File: src/rtl/instr_feeder.sv
// Byte-pair instruction assembler feeding a small FIFO that dispatches its head
// to compute unit 0 or 1 according to instruction bit 15.
module instr_feeder #(
    parameter int unsigned DEPTH = 4,
    parameter int unsigned CW    = 3
) (
    input  logic          clk,
    input  logic          rst,
    input  logic          flush,
    input  logic [7:0]    byte_in,
    input  logic          byte_valid,
    output logic          byte_ready,
    output logic [15:0]   instr_out,
    output logic          out_valid_0,
    input  logic          out_ready_0,
    output logic          out_valid_1,
    input  logic          out_ready_1,
    output logic [CW-1:0] fifo_count,
    output logic          hi_pending,
    output logic          overflow
);

    localparam int unsigned AW = (DEPTH > 1) ? $clog2(DEPTH) : 1;

    typedef enum logic {
        WAIT_HI = 1'b0,
        WAIT_LO = 1'b1
    } state_t;

    state_t          state;
    state_t          state_nxt;
    logic [7:0]      hi_reg;
    logic [15:0]     mem [DEPTH];
    logic [AW-1:0]   wr_ptr;
    logic [AW-1:0]   rd_ptr;
    logic [CW-1:0]   count;
    logic [15:0]     head;
    logic            full;
    logic            empty;
    logic            byte_acc;
    logic            push;
    logic            pop;

    assign full  = (count == CW'(DEPTH));
    assign empty = (count == CW'(0));
    assign head  = mem[rd_ptr];

    // Assembler state register
    always_ff @(posedge clk or posedge rst) begin
        if (rst) begin
            state <= WAIT_HI;
        end else begin
            state <= state_nxt;
        end
    end

    // Assembler next-state logic; flush wins over any byte acceptance
    always_comb begin
        state_nxt = state;
        if (flush) begin
            state_nxt = WAIT_HI;
        end else begin
            case (state)
                WAIT_HI: if (byte_valid) state_nxt = WAIT_LO;
                WAIT_LO: if (byte_valid && !full) state_nxt = WAIT_HI;
                default: state_nxt = WAIT_HI;
            endcase
        end
    end

    // Handshake and dispatch outputs; byte_ready depends only on stored state
    always_comb begin
        byte_ready  = 1'b1;
        hi_pending  = 1'b0;
        instr_out   = 16'h0000;
        out_valid_0 = 1'b0;
        out_valid_1 = 1'b0;
        case (state)
            WAIT_HI: byte_ready = 1'b1;
            WAIT_LO: begin
                byte_ready = !full;
                hi_pending = 1'b1;
            end
            default: byte_ready = 1'b1;
        endcase
        if (!empty) begin
            instr_out   = head;
            out_valid_0 = !head[15];
            out_valid_1 = head[15];
        end
    end

    assign byte_acc   = byte_valid && byte_ready;
    assign push       = byte_acc && (state == WAIT_LO);
    assign pop        = (out_valid_0 && out_ready_0) || (out_valid_1 && out_ready_1);
    assign fifo_count = count;

    // High-byte holding register
    always_ff @(posedge clk or posedge rst) begin
        if (rst) begin
            hi_reg <= 8'h00;
        end else if (!flush && byte_acc && (state == WAIT_HI)) begin
            hi_reg <= byte_in;
        end
    end

    // FIFO storage; contents are only meaningful where count says so
    always_ff @(posedge clk) begin
        if (push && !flush) begin
            mem[wr_ptr] <= {hi_reg, byte_in};
        end
    end

    // FIFO pointers and occupancy; pointers wrap naturally at DEPTH
    always_ff @(posedge clk or posedge rst) begin
        if (rst) begin
            wr_ptr <= AW'(0);
            rd_ptr <= AW'(0);
            count  <= CW'(0);
        end else if (flush) begin
            wr_ptr <= AW'(0);
            rd_ptr <= AW'(0);
            count  <= CW'(0);
        end else begin
            if (push) wr_ptr <= wr_ptr + AW'(1);
            if (pop)  rd_ptr <= rd_ptr + AW'(1);
            case ({push, pop})
                2'b10:   count <= count + CW'(1);
                2'b01:   count <= count - CW'(1);
                default: count <= count;
            endcase
        end
    end

    // Sticky overflow: a byte offered while not ready
    always_ff @(posedge clk or posedge rst) begin
        if (rst) begin
            overflow <= 1'b0;
        end else if (flush) begin
            overflow <= 1'b0;
        end else if (byte_valid && !byte_ready) begin
            overflow <= 1'b1;
        end
    end

endmodule

File: config.mk
export PLATFORM = sky130hd
export DESIGN_NAME = instr_feeder
export DESIGN_NICKNAME = d
export VERILOG_FILES = /design/src/rtl/instr_feeder.sv
export SDC_FILE = /design/constraint.sdc
export NUM_CORES = 1
export LEC_CHECK = 0
export CELL_PAD_IN_SITES_DETAIL_PLACEMENT = 0
export CELL_PAD_IN_SITES_GLOBAL_PLACEMENT = 1
export CORE_MARGIN = 5
export CORE_UTILIZATION = 51
export DETAILED_ROUTE_END_ITERATION = 16
export PLACE_DENSITY_LB_ADDON = 0.1
export RECOVER_POWER = 50
export SLEW_MARGIN = 20
export SYNTH_ARGS = -nofsm -noshare
export SYNTH_HDL_FRONTEND = slang
export SYNTH_SLANG_ARGS = --single-unit
File: constraint.sdc
create_clock -name clk -period 6.4 [get_ports clk]
set_clock_uncertainty 0.05 [all_clocks]
set_input_delay 0.64 -clock clk [delete_from_list [all_inputs] [get_ports clk]]
set_output_delay 0.64 -clock clk [all_outputs]
set_load 0.05 [all_outputs]
==> impl_metrics.json <==
{
  "setup_viol": 0,
  "path_buf_inv": 1,
  "final_layout_size_suffix_gt1_share_pct": 16.17,
  "r2r-end": "fifo_count[1]",
  "crit_end": "out_valid_0",
  "yosysWarnings": 0,
  "drtIter0Drc": 84,
  "instances_no_fill": 312,
  "pwr-share-clk_pct": 23.4,
  "critPathSlowestCell": "dfrtp_1",
  "critical_path.startpoint": "rd_ptr[0]",
  "avgSynthCellArea_um2": 17.79,
  "postRouteWirelength_mm": 6.188,
  "power.net_switching_uw": 564.3,
  "clock_path_buffers": 2,
  "cts_resized": 0,
  "hold_buffers": 0,
  "clock-sinks": 81,
  "synthTopCellsByCount": "edfxtp_1, dfrtp_1, nor2b_1",
  "core_area_um2": 6422,
  "synthTopCellsByArea": "edfxtp_1, dfrtp_1, mux4_2",
  "synth.top_cell.area_share_pct": 56.55,
  "critPathKind": "flop to primary output",
  "path_cells": "mux4_2 -> nor2_1 -> clkdlybuf4s50_1",
  "wl_met1_mm": 2.778,
  "synth_edf_count": 64,
  "grt_usage_pct": 15.80,
  "drv_cap": 1,
  "min_path_type": "flop to flop",
  "syn_area_um2": 3398,
  "placed_cell_area_um2": 3814,
  "p_total_mw": 1.548,
  "fin_area_um2": 4003,
  "hold_violations": 0,
  "whs_ps": 450.2,
  "slew_headroom_pct": -9.876,
  "synthToLayoutAreaGrowth_pct": 17.78,
  "vias_per_cell": 5.731,
  "wl_per_cell_um": 19.83,
  "violations": "max-capacitance violations, max-slew violations",
  "finalMaxSlewViolations": 9,
  "ant_nets": 0,
  "grt_max_degree": 21,
  "portBuffers": 37,
  "ys_ff_latch": 81,
  "crit_arrival_ps": 2980,
  "synth_ff_type": "edfxtp_1",
  "numCtsBuffers": 9,
  "cts_tree": "built",
  "final.period_utilization_pct": 57.31,
  "endpoint_kind": "primary output",
  "synth-async-reset-ratio_pct": 20.99,
  "grt-ovfl-total": 0,
  "antenna_cells": 0,
  "worstMarginPinSlew_ps": 1645,
  "synth_nets": 210,
  "start_kind": "flop",
  "largest_reg_flops": 64,
  "path_max_fanout": 19,
  "ctsRootBufferMaster": "clkbuf_8",
  "die_h_um": 91.63,
  "power_density_nw_per_um2": 386.8,
  "combinationalPowerShare_pct": 34.3,
  "max_freq_ghz": 0.2727,
  "grt_pass1_wl_mm": 9.963,
  "p_seq_share_pct": 42.4,
  "rows": 29,
  "clkTransAtPathRegs_ps": 80,
  "cellLeakagePower_nw": 1.365,
  "synth_most_common_cell": "edfxtp_1",
  "fin_tns_setup_ps": 0,
  "dieArea_um2": 8396,
  "start_util_pct": 52.91,
  "ir_drop_mv": 0.2416,
  "reg2regPathDepth": 7,
  "routed-wl-met2_mm": 2.980,
  "dr.max_layer_used": "met4",
  "drtPass1Iterations": 4,
  "synthCells": 191,
  "path_delay_family": "flip-flops",
  "synth_largest_area_cell": "edfxtp_1",
  "grt_setup_unrepaired": "no",
  "intPower_uw": 984.1,
  "ioPinCount": 38,
  "r2r_start": "rd_ptr[0]",
  "clock_latency_ps": 340,
  "fin_nets": 249,
  "post_cts_buffers": 0,
  "cts_max_level": 3,
  "dp_hpwl_mm": 3.832,
  "cp.depth": 3,
  "cp.required_ps": 5710,
  "reg2reg_setup_slack_ps": 2760,
  "grt_pass1_vias": 1912,
  "dp.cells": 296,
  "num_vias": 1788,
  "slowest_delay_ps": 1020,
  "drc": 0,
  "wl_met3_um": 236,
  "min_period_ps": 3668,
  "sw_frac_of_total_pct": 36.44,
  "antenna_found_initial": 0,
  "synth_cell_types": 40,
  "ys_seq_area_share_pct": 69.07,
  "status": "complete, but fails checks",
  "fp.dieW_um": 91.63,
  "place.gp.congestion": 0.7239
}
==> worst min-delay path by stage <==
stage               startpoint    endpoint  slack [ps]  cells past startpoint
CTS                   overflow    overflow         460                      2
finish                overflow    overflow         450                      2
floorplan            hi_reg[2]  mem[0][10]         420                      0
global route         hi_reg[7]  mem[3][15]         490                      0
global placement      overflow    overflow         430                      2
detailed placement    overflow    overflow         440                      2
==> worst reg2reg max path, stage by stage, from the launching register on <==
cell and delay (ps):
dfrtp_1 1020, mux4_2 670, mux2i_1 610, nor3_1 150, fa_1 540, nand2_1 50
or4_1 390, nand4_1 100
==> cell families (layout without fill, tap and decap cells) <==
family	Yosys count	after routing	synth area share, %
AOI/OAI and AO/OA	12	12	2.540
xor gates and xnor gates	1	1	0.2578
adders and majority gates	5	5	2.062
buffers and inverters	15	59	2.283
DFF	81	81	69.07
muxes	27	27	14.95
and+or+nand+nor	50	50	8.837
==> cells in the final DEF, fill, tap and decap left out, types with 2 or more instances in the layout <==
master           netlist  layout
ha_1                   4       4
clkdlybuf4s50_1        0      25
mux4_1                 7       7
nor2b_1               16      16
or4_1                  2       2
mux2_2                 9       9
nor3_1                 2       2
nand4_1                6       6
a21oi_1                3       3
and2_0                 0       2
dlygate4sd3_1          0      12
nand2_1                5       5
inv_1                  4       4
edfxtp_1              64      64
nor3b_1                1       2
a31oi_1                2       2
and3_1                 4       4
mux4_2                 9       9
mux2i_1                2       2
dfrtp_1               17      17
clkbuf_8               0       9
clkinv_2               0       3
nor2_1                 6       6
==> power groups by stage <==
stage                     logic [mW]  clock network [mW]  registers [mW]
after global routing           0.560               0.392           0.665
final                          0.530               0.362           0.656
after detailed placement       0.534                   0           0.670
after CTS                      0.535               0.368           0.658
after global placement         0.526                   0           0.664
after floorplan                0.381                   0           0.660
==> metrics by stage <==
step	util [%]	worst slack (ps)
2_1_floorplan	-	3477
6_report	62.32	2732
4_1_cts	62.40	2622
5_1_grt	62.32	2509
3_5_place_dp	59.38	2702
3_3_place_gp	59.38	2875
==> routing by layer <==
layer	global-route usage, %	vias to the layer above
li1	-	831
met1	20.77	887
met2	24.77	51
met3	3.273	19
met4	8.668	0
met5	0	-
==> layout make-up <==
class,instances,area (um^2)
tap,77,96.34
fill,467,2420
clock inverter,7,70.07
inverter,5,18.77
clock buffer,9,123.9
multi-input combinational,95,968.4
sequential,81,2347
timing repair buffer,38,377.9
Power figures use the tool's default switching activity.
